[src/rtl/ceres_param.sv]
// ceres_param: bus types and line geometry shared between the caches and
// their Wishbone B4 (pipelined) masters.
//   LINE_WORDS_DEFAULT : 32-bit words per cache line (default for all users)
//   wb_master_t        : master-to-slave bundle (cyc, stb, we, adr, dat, sel)
//   wb_slave_t         : slave-to-master bundle (dat, ack, err, rty, stall)
package ceres_param;

  localparam int LINE_WORDS_DEFAULT = 4;

  typedef struct packed {
    logic        cyc;
    logic        stb;
    logic        we;
    logic [31:0] adr;
    logic [31:0] dat;
    logic [3:0]  sel;
  } wb_master_t;

  typedef struct packed {
    logic [31:0] dat;
    logic        ack;
    logic        err;
    logic        rty;
    logic        stall;
  } wb_slave_t;

endpackage

[src/rtl/wb_beat_counter.sv]
// wb_beat_counter: issue and completion counters for one line burst.
//   clk_i, rst_ni : clock, asynchronous active-low reset
//   clr_i         : restart both counters at zero (new line accepted)
//   issue_i       : a beat was accepted by the slave this cycle
//   cpl_i         : ack/err/rty seen this cycle while the bus cycle is open
//   issue_cnt_o   : beats issued so far (0..LINE_WORDS)
//   ack_cnt_o     : completions counted so far (0..LINE_WORDS)
//   cpl_fire_o    : cpl_i is counted (completions beyond the line are dropped)
//   done_o        : this cycle's completion is the last one of the line
// Both counters may step in the same cycle, which covers zero-wait acks.
module wb_beat_counter #(
  parameter int LINE_WORDS = 4
) (
  input  logic                        clk_i,
  input  logic                        rst_ni,
  input  logic                        clr_i,
  input  logic                        issue_i,
  input  logic                        cpl_i,
  output logic [$clog2(LINE_WORDS):0] issue_cnt_o,
  output logic [$clog2(LINE_WORDS):0] ack_cnt_o,
  output logic                        cpl_fire_o,
  output logic                        done_o
);

  localparam int CNT_W = $clog2(LINE_WORDS) + 1;
  localparam logic [CNT_W-1:0] LW_C = CNT_W'(LINE_WORDS);

  logic [CNT_W-1:0] issue_cnt_q;
  logic [CNT_W-1:0] ack_cnt_q;

  assign cpl_fire_o  = cpl_i && (ack_cnt_q < LW_C);
  assign done_o      = cpl_fire_o && (ack_cnt_q == (LW_C - CNT_W'(1)));
  assign issue_cnt_o = issue_cnt_q;
  assign ack_cnt_o   = ack_cnt_q;

  always_ff @(posedge clk_i or negedge rst_ni) begin
    if (!rst_ni) begin
      issue_cnt_q <= '0;
      ack_cnt_q   <= '0;
    end else if (clr_i) begin
      issue_cnt_q <= '0;
      ack_cnt_q   <= '0;
    end else begin
      if (issue_i)    issue_cnt_q <= issue_cnt_q + CNT_W'(1);
      if (cpl_fire_o) ack_cnt_q   <= ack_cnt_q + CNT_W'(1);
    end
  end

endmodule

[src/rtl/wb_line_master.sv]
// wb_line_master: turns one cache-line request (fill or write-back) into a
// LINE_WORDS-beat Wishbone B4 pipelined burst and returns one response.
//   clk_i, rst_ni  : clock, asynchronous active-low reset
//   req_valid_i    : line request valid (accepted only while req_ready_o)
//   req_ready_o    : high in IDLE
//   req_we_i       : 1 = write-back, 0 = fill
//   req_addr_i     : line address, byte-offset bits ignored
//   req_wdata_i    : write line, word k at [32k+31:32k]
//   req_wstrb_i    : byte strobes, word k at [4k+3:4k]
//   rsp_valid_o    : one-cycle completion pulse
//   rsp_rdata_o    : assembled read line, held until the next fill response
//   rsp_err_o      : some beat ended in err or rty (valid with rsp_valid_o)
//   wb_m_o, wb_s_i : Wishbone master / slave bundles
module wb_line_master
  import ceres_param::*;
#(
  parameter int LINE_WORDS = LINE_WORDS_DEFAULT
) (
  input  logic                       clk_i,
  input  logic                       rst_ni,
  input  logic                       req_valid_i,
  output logic                       req_ready_o,
  input  logic                       req_we_i,
  input  logic [31:0]                req_addr_i,
  input  logic [LINE_WORDS*32-1:0]   req_wdata_i,
  input  logic [LINE_WORDS*4-1:0]    req_wstrb_i,
  output logic                       rsp_valid_o,
  output logic [LINE_WORDS*32-1:0]   rsp_rdata_o,
  output logic                       rsp_err_o,
  output wb_master_t                 wb_m_o,
  input  wb_slave_t                  wb_s_i
);

  localparam int OFF_W = $clog2(LINE_WORDS) + 2;
  localparam int IDX_W = $clog2(LINE_WORDS);
  localparam int CNT_W = IDX_W + 1;
  localparam logic [CNT_W-1:0] LW_C = CNT_W'(LINE_WORDS);

  typedef enum logic [1:0] {
    IDLE,
    BUS,
    RESP
  } state_e;

  state_e state_q, state_d;

  logic                     we_q;
  logic [31:0]              base_q;
  logic [LINE_WORDS*32-1:0] wdata_q;
  logic [LINE_WORDS*4-1:0]  wstrb_q;
  logic                     err_q;
  logic [LINE_WORDS*32-1:0] asm_q, asm_d;
  logic [LINE_WORDS*32-1:0] rsp_q;

  logic [CNT_W-1:0] issue_cnt, ack_cnt;
  logic [IDX_W-1:0] issue_idx, ack_idx;
  logic             accept, stb, issue, cpl, cpl_fire, done;

  assign accept    = (state_q == IDLE) && req_valid_i;
  assign stb       = (state_q == BUS) && (issue_cnt < LW_C);
  assign issue     = stb && !wb_s_i.stall;
  // cyc is high exactly in BUS, so acks seen elsewhere are spurious.
  assign cpl       = (state_q == BUS) && (wb_s_i.ack || wb_s_i.err || wb_s_i.rty);
  assign issue_idx = issue_cnt[IDX_W-1:0];
  assign ack_idx   = ack_cnt[IDX_W-1:0];

  wb_beat_counter #(
    .LINE_WORDS (LINE_WORDS)
  ) u_cnt (
    .clk_i       (clk_i),
    .rst_ni      (rst_ni),
    .clr_i       (accept),
    .issue_i     (issue),
    .cpl_i       (cpl),
    .issue_cnt_o (issue_cnt),
    .ack_cnt_o   (ack_cnt),
    .cpl_fire_o  (cpl_fire),
    .done_o      (done)
  );

  always_ff @(posedge clk_i or negedge rst_ni) begin
    if (!rst_ni) state_q <= IDLE;
    else         state_q <= state_d;
  end

  always_comb begin
    state_d = state_q;
    unique case (state_q)
      IDLE:    if (req_valid_i) state_d = BUS;
      BUS:     if (done)        state_d = RESP;
      RESP:                     state_d = IDLE;
      default:                  state_d = IDLE;
    endcase
  end

  always_comb begin
    wb_m_o      = '0;
    req_ready_o = 1'b0;
    rsp_valid_o = 1'b0;
    rsp_err_o   = 1'b0;
    unique case (state_q)
      IDLE: req_ready_o = 1'b1;
      BUS: begin
        wb_m_o.cyc = 1'b1;
        wb_m_o.stb = stb;
        wb_m_o.we  = we_q;
        wb_m_o.adr = base_q | {{(30-IDX_W){1'b0}}, issue_idx, 2'b00};
        wb_m_o.dat = wdata_q[issue_idx*32 +: 32];
        wb_m_o.sel = we_q ? wstrb_q[issue_idx*4 +: 4] : 4'hF;
      end
      RESP: begin
        rsp_valid_o = 1'b1;
        rsp_err_o   = err_q;
      end
      default: ;
    endcase
  end

  // A failed beat (err/rty) leaves its word untouched, so only a clean ack
  // of a fill writes the assembly line.
  always_comb begin
    asm_d = asm_q;
    if (cpl_fire && !we_q && wb_s_i.ack && !wb_s_i.err && !wb_s_i.rty)
      asm_d[ack_idx*32 +: 32] = wb_s_i.dat;
  end

  // Response side: error flag and published line.
  always_ff @(posedge clk_i or negedge rst_ni) begin
    if (!rst_ni) begin
      err_q <= 1'b0;
      rsp_q <= '0;
    end else begin
      if (accept)                                         err_q <= 1'b0;
      else if (cpl_fire && (wb_s_i.err || wb_s_i.rty))    err_q <= 1'b1;
      // The final word is merged in the same edge so the line is complete
      // when rsp_valid_o rises; write-backs never touch the published line.
      if (done && !we_q) rsp_q <= asm_d;
    end
  end

  // Request latch: assembly starts from the last published line so a failed
  // beat keeps that word's previous value.
  always_ff @(posedge clk_i) begin
    if (accept) begin
      we_q    <= req_we_i;
      base_q  <= {req_addr_i[31:OFF_W], {OFF_W{1'b0}}};
      wdata_q <= req_wdata_i;
      wstrb_q <= req_wstrb_i;
      asm_q   <= rsp_q;
    end else begin
      asm_q   <= asm_d;
    end
  end

  assign rsp_rdata_o = rsp_q;

endmodule

[config.mk]
export PLATFORM = sky130hd
export DESIGN_NAME = wb_line_master
export DESIGN_NICKNAME = d
export VERILOG_FILES = /design/src/rtl/ceres_param.sv /design/src/rtl/wb_beat_counter.sv /design/src/rtl/wb_line_master.sv
export SDC_FILE = /design/constraint.sdc
export NUM_CORES = 1
export LEC_CHECK = 0
export BUFFER_PORTS_ARGS = -buffer_cell sky130_fd_sc_hd__buf_2
export CAP_MARGIN = 25
export CORE_MARGIN = 2
export CORE_UTILIZATION = 57
export DETAILED_ROUTE_END_ITERATION = 8
export GPL_TIMING_DRIVEN = 0
export PLACE_DENSITY = 0.93
export SLEW_MARGIN = 25
export SYNTH_ARGS = -nofsm -noshare
export SYNTH_HDL_FRONTEND = slang
export SYNTH_SLANG_ARGS = --single-unit
export TNS_END_PERCENT = 20
[constraint.sdc]
create_clock -name clk_i -period 11 [get_ports clk_i]
set_input_delay 2.75 -clock clk_i [delete_from_list [all_inputs] [get_ports clk_i]]
set_output_delay 2.75 -clock clk_i [all_outputs]
set_load 0.01 [all_outputs]
==> impl_metrics.prom, run 1 <==
# TYPE chip_impl_metric gauge
chip_impl_info{name="tritoncts",value="yes"} 1
chip_impl_metric{name="slew_violations",unit=""} 0
chip_impl_metric{name="reg2reg_depth",unit=""} 6
chip_impl_info{name="yosysTopAreaCell",value="sky130_fd_sc_hd__edfxtp_1"} 1
chip_impl_metric{name="cellLeakagePower",unit="uW"} 0.009567
chip_impl_info{name="run_status",value="completed"} 1
chip_impl_metric{name="synth-warning-count",unit=""} 0
chip_impl_metric{name="drt_first_pass_iters",unit=""} 8
chip_impl_metric{name="clock_power_share",unit=""} 0.259
chip_impl_metric{name="finalNetCount",unit=""} 2246
chip_impl_metric{name="detailed_placement_hpwl",unit="mm"} 46.26
chip_impl_metric{name="synth.ff_latch_count",unit=""} 438
chip_impl_info{name="timing.critical_path.cells",value="clkbuf_1, buf_1, mux4_2, and2_1, buf_2"} 1
chip_impl_metric{name="antenna_found_initial",unit=""} 7
chip_impl_info{name="synth_area_leaders",value="sky130_fd_sc_hd__edfxtp_1 (27%), sky130_fd_sc_hd__dfrtp_1 (18%), sky130_fd_sc_hd__dfxtp_1 (13%)"} 1
chip_impl_metric{name="final_util",unit=""} 0.7135
chip_impl_metric{name="power.internal",unit="uW"} 4016
chip_impl_metric{name="power.ir.vdd_worst",unit="V"} 0.0002102
chip_impl_metric{name="final_min_period_over_clock_period",unit=""} 0.5052
chip_impl_metric{name="chipWidth",unit="um"} 186.9
chip_impl_metric{name="worst_slew_margin_rel",unit=""} 0.4352
chip_impl_metric{name="final-hold-violation-count",unit=""} 0
chip_impl_metric{name="globalplace.congestion",unit=""} 0.9769
chip_impl_metric{name="max_stage_delay",unit="ns"} 0.58
chip_impl_metric{name="cts_buffer_depth",unit=""} 3
chip_impl_metric{name="arrival",unit="ns"} 2.81
chip_impl_metric{name="cts_max_level",unit=""} 2
chip_impl_metric{name="p_sw",unit="uW"} 2228
chip_impl_metric{name="cts_resized",unit=""} 0
chip_impl_metric{name="synth_top_area_share",unit=""} 0.2725
chip_impl_metric{name="clock_sink_count",unit=""} 438
chip_impl_metric{name="route.detailed.drc",unit=""} 0
chip_impl_metric{name="pre_cts_ws",unit="ns"} 6.001
chip_impl_metric{name="post-route-min-period",unit="ns"} 5.557
chip_impl_metric{name="maxCapViolations",unit=""} 0
chip_impl_metric{name="io_pins",unit=""} 418
chip_impl_metric{name="hold-path-cell-count",unit=""} 2
chip_impl_metric{name="final_setup_violation_count",unit=""} 0
chip_impl_info{name="timing.rr.start",value="u_cnt.ack_cnt_o[0]$_DFFE_PN0P_"} 1
chip_impl_metric{name="yosysSeqAreaShare",unit=""} 0.5867
chip_impl_info{name="critPathSlowestCell",value="sky130_fd_sc_hd__buf_1"} 1
chip_impl_info{name="worstSetupStartpointType",value="register"} 1
chip_impl_info{name="grt_setup_unrepaired",value="no"} 1
chip_impl_metric{name="cp.depth",unit=""} 5
chip_impl_info{name="timing.setup.critical_path_class",value="reg2out"} 1
chip_impl_metric{name="global_route_wire_length_before_repair",unit="mm"} 100.2
chip_impl_metric{name="via_count",unit=""} 17380
chip_impl_metric{name="post_route_antenna_net_violation_count",unit=""} 0
chip_impl_metric{name="totalNegativeSetupSlack",unit="ns"} 0
chip_impl_metric{name="critical_path.max_fanout",unit=""} 10
chip_impl_metric{name="power.share.sequential",unit=""} 0.399
chip_impl_info{name="worstReg2RegEnd",value="rsp_rdata_o[121]$_DFFE_PN0P_"} 1
chip_impl_metric{name="syn-instance-count",unit=""} 1561
chip_impl_metric{name="avgSynthCellArea",unit="sq um"} 12.21
chip_impl_metric{name="num-fill-cells",unit=""} 2096
chip_impl_info{name="min_path_type",value="reg2reg"} 1
chip_impl_metric{name="power.density",unit="nW/um^2"} 267.6
chip_impl_metric{name="setup_fix_bufs_post_cts",unit=""} 0
chip_impl_metric{name="syn_to_final_growth",unit="%"} 22.39
chip_impl_metric{name="clk-insertion-delay-late",unit="ns"} 0.55
chip_impl_metric{name="detail_route.vias_per_cell",unit=""} 6.939
chip_impl_metric{name="floorplan.initialDensity",unit=""} 0.5830
chip_impl_metric{name="clk_transition_reported_paths",unit="ns"} 0.06
chip_impl_metric{name="grt_util_all_layers",unit=""} 0.3738
chip_impl_metric{name="first_global_vias",unit=""} 17010
chip_impl_metric{name="tritoncts.num_buffers",unit=""} 45
chip_impl_metric{name="placementRows",unit=""} 66
chip_impl_metric{name="floorplan.die.height",unit="um"} 186.9
chip_impl_info{name="hold_path_end",value="rsp_rdata_o[58]$_DFFE_PN0P_"} 1
chip_impl_metric{name="unique_masters_post_synth",unit=""} 41
chip_impl_metric{name="drtIter0Drc",unit=""} 2299
chip_impl_info{name="min-delay-start",value="asm_q[58]$_DFF_P_"} 1
chip_impl_metric{name="cp_bufs_invs",unit=""} 3
chip_impl_metric{name="number_of_buffer_cells_added_on_primary_ports",unit=""} 411
chip_impl_metric{name="fraction_of_layout_instances_using_a_drive_strength_above_1",unit=""} 0.3508
chip_impl_metric{name="netSwitchingFraction",unit=""} 0.3568
chip_impl_metric{name="combPwrFrac",unit=""} 0.342
chip_impl_info{name="clk_root_buffer_cell",value="sky130_fd_sc_hd__clkbuf_16"} 1
chip_impl_info{name="worstSetupEndpointType",value="primary output"} 1
chip_impl_metric{name="fmax",unit="GHz"} 0.1800
chip_impl_metric{name="final.setup_skew",unit="ns"} 0.02538
chip_impl_metric{name="crit_required",unit="ns"} 8.25
chip_impl_metric{name="fp.coreArea",unit="sq um"} 32700
chip_impl_metric{name="post-route-worst-setup-slack",unit="ns"} 5.443
chip_impl_metric{name="globalRoute.totalOverflow",unit=""} 0
chip_impl_metric{name="post_cts_hold_buffer_count",unit=""} 0
chip_impl_metric{name="setup.reg_to_reg.worst_slack",unit="ns"} 8.24
chip_impl_info{name="worst_path_dominant_cell_family",value="buffers and inverters"} 1
chip_impl_metric{name="floorplan.die_area",unit="sq um"} 34930
chip_impl_metric{name="syn_area",unit="sq um"} 19060
chip_impl_metric{name="worst-slew-pin-transition",unit="ns"} 0.8473
chip_impl_metric{name="wl_per_cell",unit="um"} 26.69
chip_impl_metric{name="grt_start_max_net_pins",unit=""} 93
chip_impl_metric{name="routed_wirelength",unit="mm"} 66.87
[layer usage]
metal	GRT usage	vias to the layer above	routed length, um
li1	-	7160	-
met1	0.4370	8302	21220
met2	0.6098	1526	31380
met3	0.1163	391	9124
met4	0.2207	4	5125
met5	0	-	21
[power groups by stage]
stage | clock network, uW | registers (uW) | logic [uW]
detailed placement | 0 | 2500 | 2080
CTS | 1610 | 2470 | 2100
finish | 1620 | 2490 | 2140
global placement | 0 | 2480 | 1970
global route | 1680 | 2520 | 2280
floorplan | 0 | 2500 | 1270
[cells in the mapped netlist]
cell	n
sky130_fd_sc_hd__or3_1	2
sky130_fd_sc_hd__o21ai_0	3
sky130_fd_sc_hd__or4bb_1	4
sky130_fd_sc_hd__a41oi_1	128
sky130_fd_sc_hd__nand3_1	2
sky130_fd_sc_hd__o21ai_1	9
sky130_fd_sc_hd__buf_12	11
sky130_fd_sc_hd__o21ai_2	120
sky130_fd_sc_hd__inv_2	1
sky130_fd_sc_hd__nand2b_1	1
sky130_fd_sc_hd__buf_2	48
sky130_fd_sc_hd__dfrtp_1	137
sky130_fd_sc_hd__and3b_1	1
sky130_fd_sc_hd__nor3b_2	1
sky130_fd_sc_hd__or4b_4	1
sky130_fd_sc_hd__nor3b_1	3
sky130_fd_sc_hd__conb_1	1
sky130_fd_sc_hd__clkbuf_1	108
sky130_fd_sc_hd__nand4_1	128
sky130_fd_sc_hd__nor2_1	142
sky130_fd_sc_hd__nor4b_4	1
sky130_fd_sc_hd__buf_1	2
sky130_fd_sc_hd__edfxtp_1	173
sky130_fd_sc_hd__nor4bb_1	4
sky130_fd_sc_hd__ha_1	8
sky130_fd_sc_hd__inv_1	6
sky130_fd_sc_hd__a21oi_1	5
sky130_fd_sc_hd__nor2b_1	1
sky130_fd_sc_hd__buf_6	16
sky130_fd_sc_hd__mux4_2	36
sky130_fd_sc_hd__dfxtp_1	128
sky130_fd_sc_hd__and4_4	1
sky130_fd_sc_hd__nor4b_2	1
sky130_fd_sc_hd__xnor2_1	1
sky130_fd_sc_hd__or3b_1	2
sky130_fd_sc_hd__buf_4	3
sky130_fd_sc_hd__mux2i_1	1
sky130_fd_sc_hd__and2_1	63
sky130_fd_sc_hd__a31oi_1	256
sky130_fd_sc_hd__nor3_1	1
sky130_fd_sc_hd__and3_1	1
[how the worst max path moves through the flow]
stage	from	end	slack [ns]
after floorplan	req_valid_i	base_q[10]$_DFFE_PP_	5.26
after global placement	req_valid_i	wdata_q[21]$_DFFE_PP_	4.45
after detailed placement	u_cnt.issue_cnt_o[1]$_DFFE_PN0P_	wb_m_o[35]	6.00
final	u_cnt.issue_cnt_o[1]$_DFFE_PN0P_	wb_m_o[34]	5.44
after global routing	u_cnt.issue_cnt_o[1]$_DFFE_PN0P_	wb_m_o[3]	5.31
after CTS	u_cnt.issue_cnt_o[1]$_DFFE_PN0P_	wb_m_o[35]	5.42
[worst min-delay path, stage by stage (launching register included)]
cell,delay [ns]
sky130_fd_sc_hd__dfxtp_1,0.31
sky130_fd_sc_hd__o21ai_2,0.06
sky130_fd_sc_hd__a31oi_1,0.06
[metrics by stage]
step                      total power [uW]  instances  cell area, sq um  hold slack [ns]
after floorplan                       3767       1562             19070           0.4457
after global placement                4449       2415             21680           0.4499
after detailed placement              4573       2417             21750           0.4603
after CTS                             6190       2500             23320           0.4567
after global routing                  6478       2502             23320           0.4736
final                                 6244       2505             23330           0.4476
[final cells by class]
type                            count  area [sq um]  area share
Tap cell                          442         553.0     0.02370
Sequential cell                   438         11190      0.4794
Clock inverter                     17         250.2     0.01073
Timing Repair Buffer              413          2122     0.09095
Clock buffer                       66          1319     0.05652
Inverter                            7         33.78    0.001448
Antenna cell                        5         12.51   0.0005363
Buffer                            188          1076     0.04612
Multi-Input combinational cell    929          6780      0.2906
[layout by cell type, fill, tap and decap left out, drive strengths merged, types with 10 or more instances in the layout]
| cell | n |
|---|---|
| buf | 493 |
| a31oi | 256 |
| clkbuf | 174 |
| edfxtp | 173 |
| nor2 | 142 |
| dfrtp | 137 |
| o21ai | 132 |
| nand4 | 128 |
| a41oi | 128 |
| dfxtp | 128 |
| and2 | 63 |
| mux4 | 36 |
| clkinv | 10 |
[sequential cells by signal, summed over array words and instances, names as in the netlist]
signal             count
base_q                28
u_cnt.ack_cnt_o        3
asm_q                128
we_q                   1
u_cnt.issue_cnt_o      3
rsp_rdata_o          128
wstrb_q               16
err_q                  1
wdata_q              128
state_q                2
[logic make-up (layout without fill, tap and decap cells)]
logic type / count (synthesis) / after routing / synth area share
AO/OA/AOI/OAI: 521 / 521 / 0.2024
flip-flops: 438 / 438 / 0.5867
AND/OR/NAND/NOR: 360 / 360 / 0.1041
buffers and inverters: 195 / 691 / 0.05782
multiplexers: 37 / 37 / 0.04305
adder cells (fa/ha/maj): 8 / 8 / 0.005251
other: 1 / 7 / 0.0001967
XOR/XNOR: 1 / 1 / 0.0004595
No activity file was read; power rests on OpenSTA's default activity.
==> inputs of run 2 (changes only) <==
--- a/config.mk
+++ b/config.mk
@@ -8,10 +8,10 @@
 export BUFFER_PORTS_ARGS = -buffer_cell sky130_fd_sc_hd__buf_2
 export CAP_MARGIN = 25
 export CORE_MARGIN = 2
-export CORE_UTILIZATION = 57
+export CORE_UTILIZATION = 55
 export DETAILED_ROUTE_END_ITERATION = 8
 export GPL_TIMING_DRIVEN = 0
-export PLACE_DENSITY = 0.93
+export PLACE_DENSITY = 0.91
 export SLEW_MARGIN = 25
 export SYNTH_ARGS = -nofsm -noshare
 export SYNTH_HDL_FRONTEND = slang
==> constraint.sdc (replaced) <==
create_clock -name clk_i -period 5.6 [get_ports clk_i]
set_input_delay 1.4 -clock clk_i [delete_from_list [all_inputs] [get_ports clk_i]]
set_output_delay 1.4 -clock clk_i [all_outputs]
set_load 0.01 [all_outputs]
==> impl_metrics.prom, run 2 (synthesis gave the netlist of run 1 again) <==
# TYPE chip_impl_metric gauge
chip_impl_info{name="crit_path_frequent_cell",value="sky130_fd_sc_hd__clkbuf_1"} 1
chip_impl_metric{name="cp_bufs_invs",unit=""} 4
chip_impl_metric{name="cts_max_level",unit=""} 2
chip_impl_metric{name="number_of_buffer_cells_added_on_primary_ports",unit=""} 411
chip_impl_info{name="critPathSlowestCell",value="sky130_fd_sc_hd__dfrtp_1"} 1
chip_impl_metric{name="multiInputGateArea",unit="sq um"} 6780
chip_impl_metric{name="final_util",unit=""} 0.6796
chip_impl_info{name="grt_setup_unrepaired",value="no"} 1
chip_impl_metric{name="syn_to_final_growth",unit="%"} 22.53
chip_impl_metric{name="floorplan.die.height",unit="um"} 190.2
chip_impl_metric{name="fraction_of_layout_instances_using_a_drive_strength_above_1",unit=""} 0.3517
chip_impl_metric{name="cts_buffer_depth",unit=""} 3
chip_impl_info{name="clk_root_buffer_cell",value="sky130_fd_sc_hd__clkbuf_16"} 1
chip_impl_metric{name="grt_util_all_layers",unit=""} 0.3616
chip_impl_metric{name="tritoncts.num_buffers",unit=""} 45
chip_impl_metric{name="crit_required",unit="ns"} 4.20
chip_impl_metric{name="final.setup_skew",unit="ns"} 0.02279
chip_impl_metric{name="placed_instances",unit=""} 2430
chip_impl_metric{name="detail_route.vias_per_cell",unit=""} 6.825
chip_impl_metric{name="globalplace.congestion",unit=""} 0.9773
chip_impl_info{name="run_status",value="completed"} 1
chip_impl_info{name="worstSetupStartpointType",value="register"} 1
chip_impl_metric{name="floorplan.initialDensity",unit=""} 0.5546
chip_impl_metric{name="final_cell_count_no_fill",unit=""} 2518
chip_impl_info{name="timing.setup.critical_path_class",value="reg2out"} 1
chip_impl_metric{name="slew_violations",unit=""} 0
chip_impl_metric{name="fmax",unit="GHz"} 0.2335
chip_impl_metric{name="clk_transition_reported_paths",unit="ns"} 0.07
chip_impl_metric{name="grt_start_max_net_pins",unit=""} 108
chip_impl_metric{name="worst_slew_margin_rel",unit=""} 0.4607
chip_impl_metric{name="power.ir.vdd_worst",unit="V"} 0.0004475
chip_impl_info{name="timing.critical_path.cells",value="nand2b_1, clkbuf_1, inv_1, clkbuf_1, and2_1, buf_2"} 1
chip_impl_metric{name="wl_per_cell",unit="um"} 26.61
chip_impl_metric{name="placementRows",unit=""} 68
chip_impl_metric{name="arrival",unit="ns"} 2.88
chip_impl_metric{name="first_global_vias",unit=""} 16600
chip_impl_metric{name="final-hold-violation-count",unit=""} 0
chip_impl_metric{name="totalNegativeSetupSlack",unit="ns"} 0
chip_impl_info{name="tritoncts",value="yes"} 1
chip_impl_metric{name="floorplan.die_area",unit="sq um"} 36170
chip_impl_metric{name="route.detailed.drc",unit=""} 0
chip_impl_info{name="worst_path_dominant_cell_family",value="buffers and inverters"} 1
chip_impl_metric{name="critical_path.max_fanout",unit=""} 10
chip_impl_metric{name="io_pins",unit=""} 418
chip_impl_metric{name="cellLeakagePower",unit="uW"} 0.009551
chip_impl_metric{name="final_min_period_over_clock_period",unit=""} 0.7648
chip_impl_metric{name="routed_wirelength",unit="mm"} 67.00
chip_impl_metric{name="globalRoute.totalOverflow",unit=""} 0
chip_impl_metric{name="clk-insertion-delay-late",unit="ns"} 0.56
chip_impl_metric{name="global_route_wire_length_before_repair",unit="mm"} 98.41
chip_impl_metric{name="post-route-min-period",unit="ns"} 4.283
chip_impl_metric{name="drtIter0Drc",unit=""} 2263
chip_impl_metric{name="final_setup_violation_count",unit=""} 0
chip_impl_info{name="layout_commonest_cell",value="sky130_fd_sc_hd__buf_2"} 1
chip_impl_metric{name="finish.instance_area",unit="sq um"} 23360
chip_impl_metric{name="chipWidth",unit="um"} 190.2
chip_impl_metric{name="finalNetCount",unit=""} 2246
chip_impl_info{name="worstSetupEndpointType",value="primary output"} 1
chip_impl_metric{name="power.density",unit="nW/um^2"} 526.1
chip_impl_metric{name="via_count",unit=""} 17190
chip_impl_metric{name="num-fill-cells",unit=""} 2391
chip_impl_metric{name="setup_fix_bufs_post_cts",unit=""} 0
chip_impl_info{name="min_path_type",value="reg2reg"} 1
chip_impl_metric{name="post_dp_cell_area",unit="sq um"} 21770
chip_impl_metric{name="post_route_antenna_net_violation_count",unit=""} 0
chip_impl_metric{name="final_total_pwr",unit="uW"} 12290
chip_impl_metric{name="cts_resized",unit=""} 0
chip_impl_metric{name="clock_sink_count",unit=""} 438
chip_impl_metric{name="sequential_cell_area",unit="sq um"} 11190
chip_impl_metric{name="post_cts_hold_buffer_count",unit=""} 0
chip_impl_metric{name="maxCapViolations",unit=""} 0
chip_impl_metric{name="detailed_placement_hpwl",unit="mm"} 46.44
chip_impl_metric{name="drt_first_pass_iters",unit=""} 7
chip_impl_metric{name="antenna_found_initial",unit=""} 3
chip_impl_metric{name="worst-slew-pin-transition",unit="ns"} 0.8090
chip_impl_metric{name="fp.coreArea",unit="sq um"} 34370
chip_impl_info{name="mostFrequentLayoutCells",value="sky130_fd_sc_hd__buf_2 (458), sky130_fd_sc_hd__a31oi_1 (256), sky130_fd_sc_hd__edfxtp_1 (173)"} 1
chip_impl_metric{name="max_stage_delay",unit="ns"} 0.67
[run 2: cell count changes in the layout (fill, tap and decap cells not counted), sizes merged]
cell | previous run | this run
clkinv | 10 | 4
clkinvlp | 0 | 5
diode | 5 | 7
clkbuf | 174 | 173
[run 2: layout make-up]
type,instances,area share
Antenna cell,7,0.0007499
Buffer,188,0.04606
Clock buffer,65,0.05710
Clock inverter,16,0.01034
Inverter,7,0.001446
Multi-Input combinational cell,929,0.2903
Sequential cell,438,0.4788
Tap cell,455,0.02437
Timing Repair Buffer,413,0.09084
[run 2: final timing paths]
| path | cells past startpoint | slack [ns] | start | to |
|---|---|---|---|---|
| worst max-delay path | 6 | 1.32 | state_q[0]$_DFFE_PN0P_ | wb_m_o[29] |
| worst min-delay path | 2 | 0.47 | asm_q[19]$_DFF_P_ | rsp_rdata_o[19]$_DFFE_PN0P_ |
| worst max register to register | 5 | 2.83 | state_q[0]$_DFFE_PN0P_ | wdata_q[67]$_DFFE_PP_ |
| worst min register to register | 2 | 0.47 | asm_q[19]$_DFF_P_ | rsp_rdata_o[19]$_DFFE_PN0P_ |
| max in group asynchronous | 2 | 3.96 | rst_ni | rsp_rdata_o[122]$_DFFE_PN0P_ |
| min in group asynchronous | 1 | 0.86 | rst_ni | rsp_rdata_o[45]$_DFFE_PN0P_ |
[run 2: tightest hold or removal path: cells and delay by family (launching register included)]
family	cells	cell delay, ns
AO/OA/AOI/OAI	2	0.12
flip-flops	1	0.31
[run 2: stage by stage]
stage	hold WS, ns	setup slack [ns]
2_1_floorplan	0.4457	1.212
3_3_place_gp	0.4506	0.4170
3_5_place_dp	0.4587	1.884
4_1_cts	0.4639	1.277
5_1_grt	0.4863	1.173
6_report	0.4691	1.317
[run 2: power by group]
group          internal [uW]  leakage [uW]  switching, uW
logic                   1670       0.00431           2520
registers               4300       0.00449            599
clock network           1930      0.000756           1270
total                   7900       0.00955           4390
[run 2: layer usage]
layer / global-route usage / part of all wire / vias up
met5: 0 / 0.0011 / -
met4: 0.2248 / 0.080 / 4
met3: 0.09500 / 0.12 / 354
met2: 0.6042 / 0.48 / 1400
li1: - / - / 7174
met1: 0.4162 / 0.32 / 8253
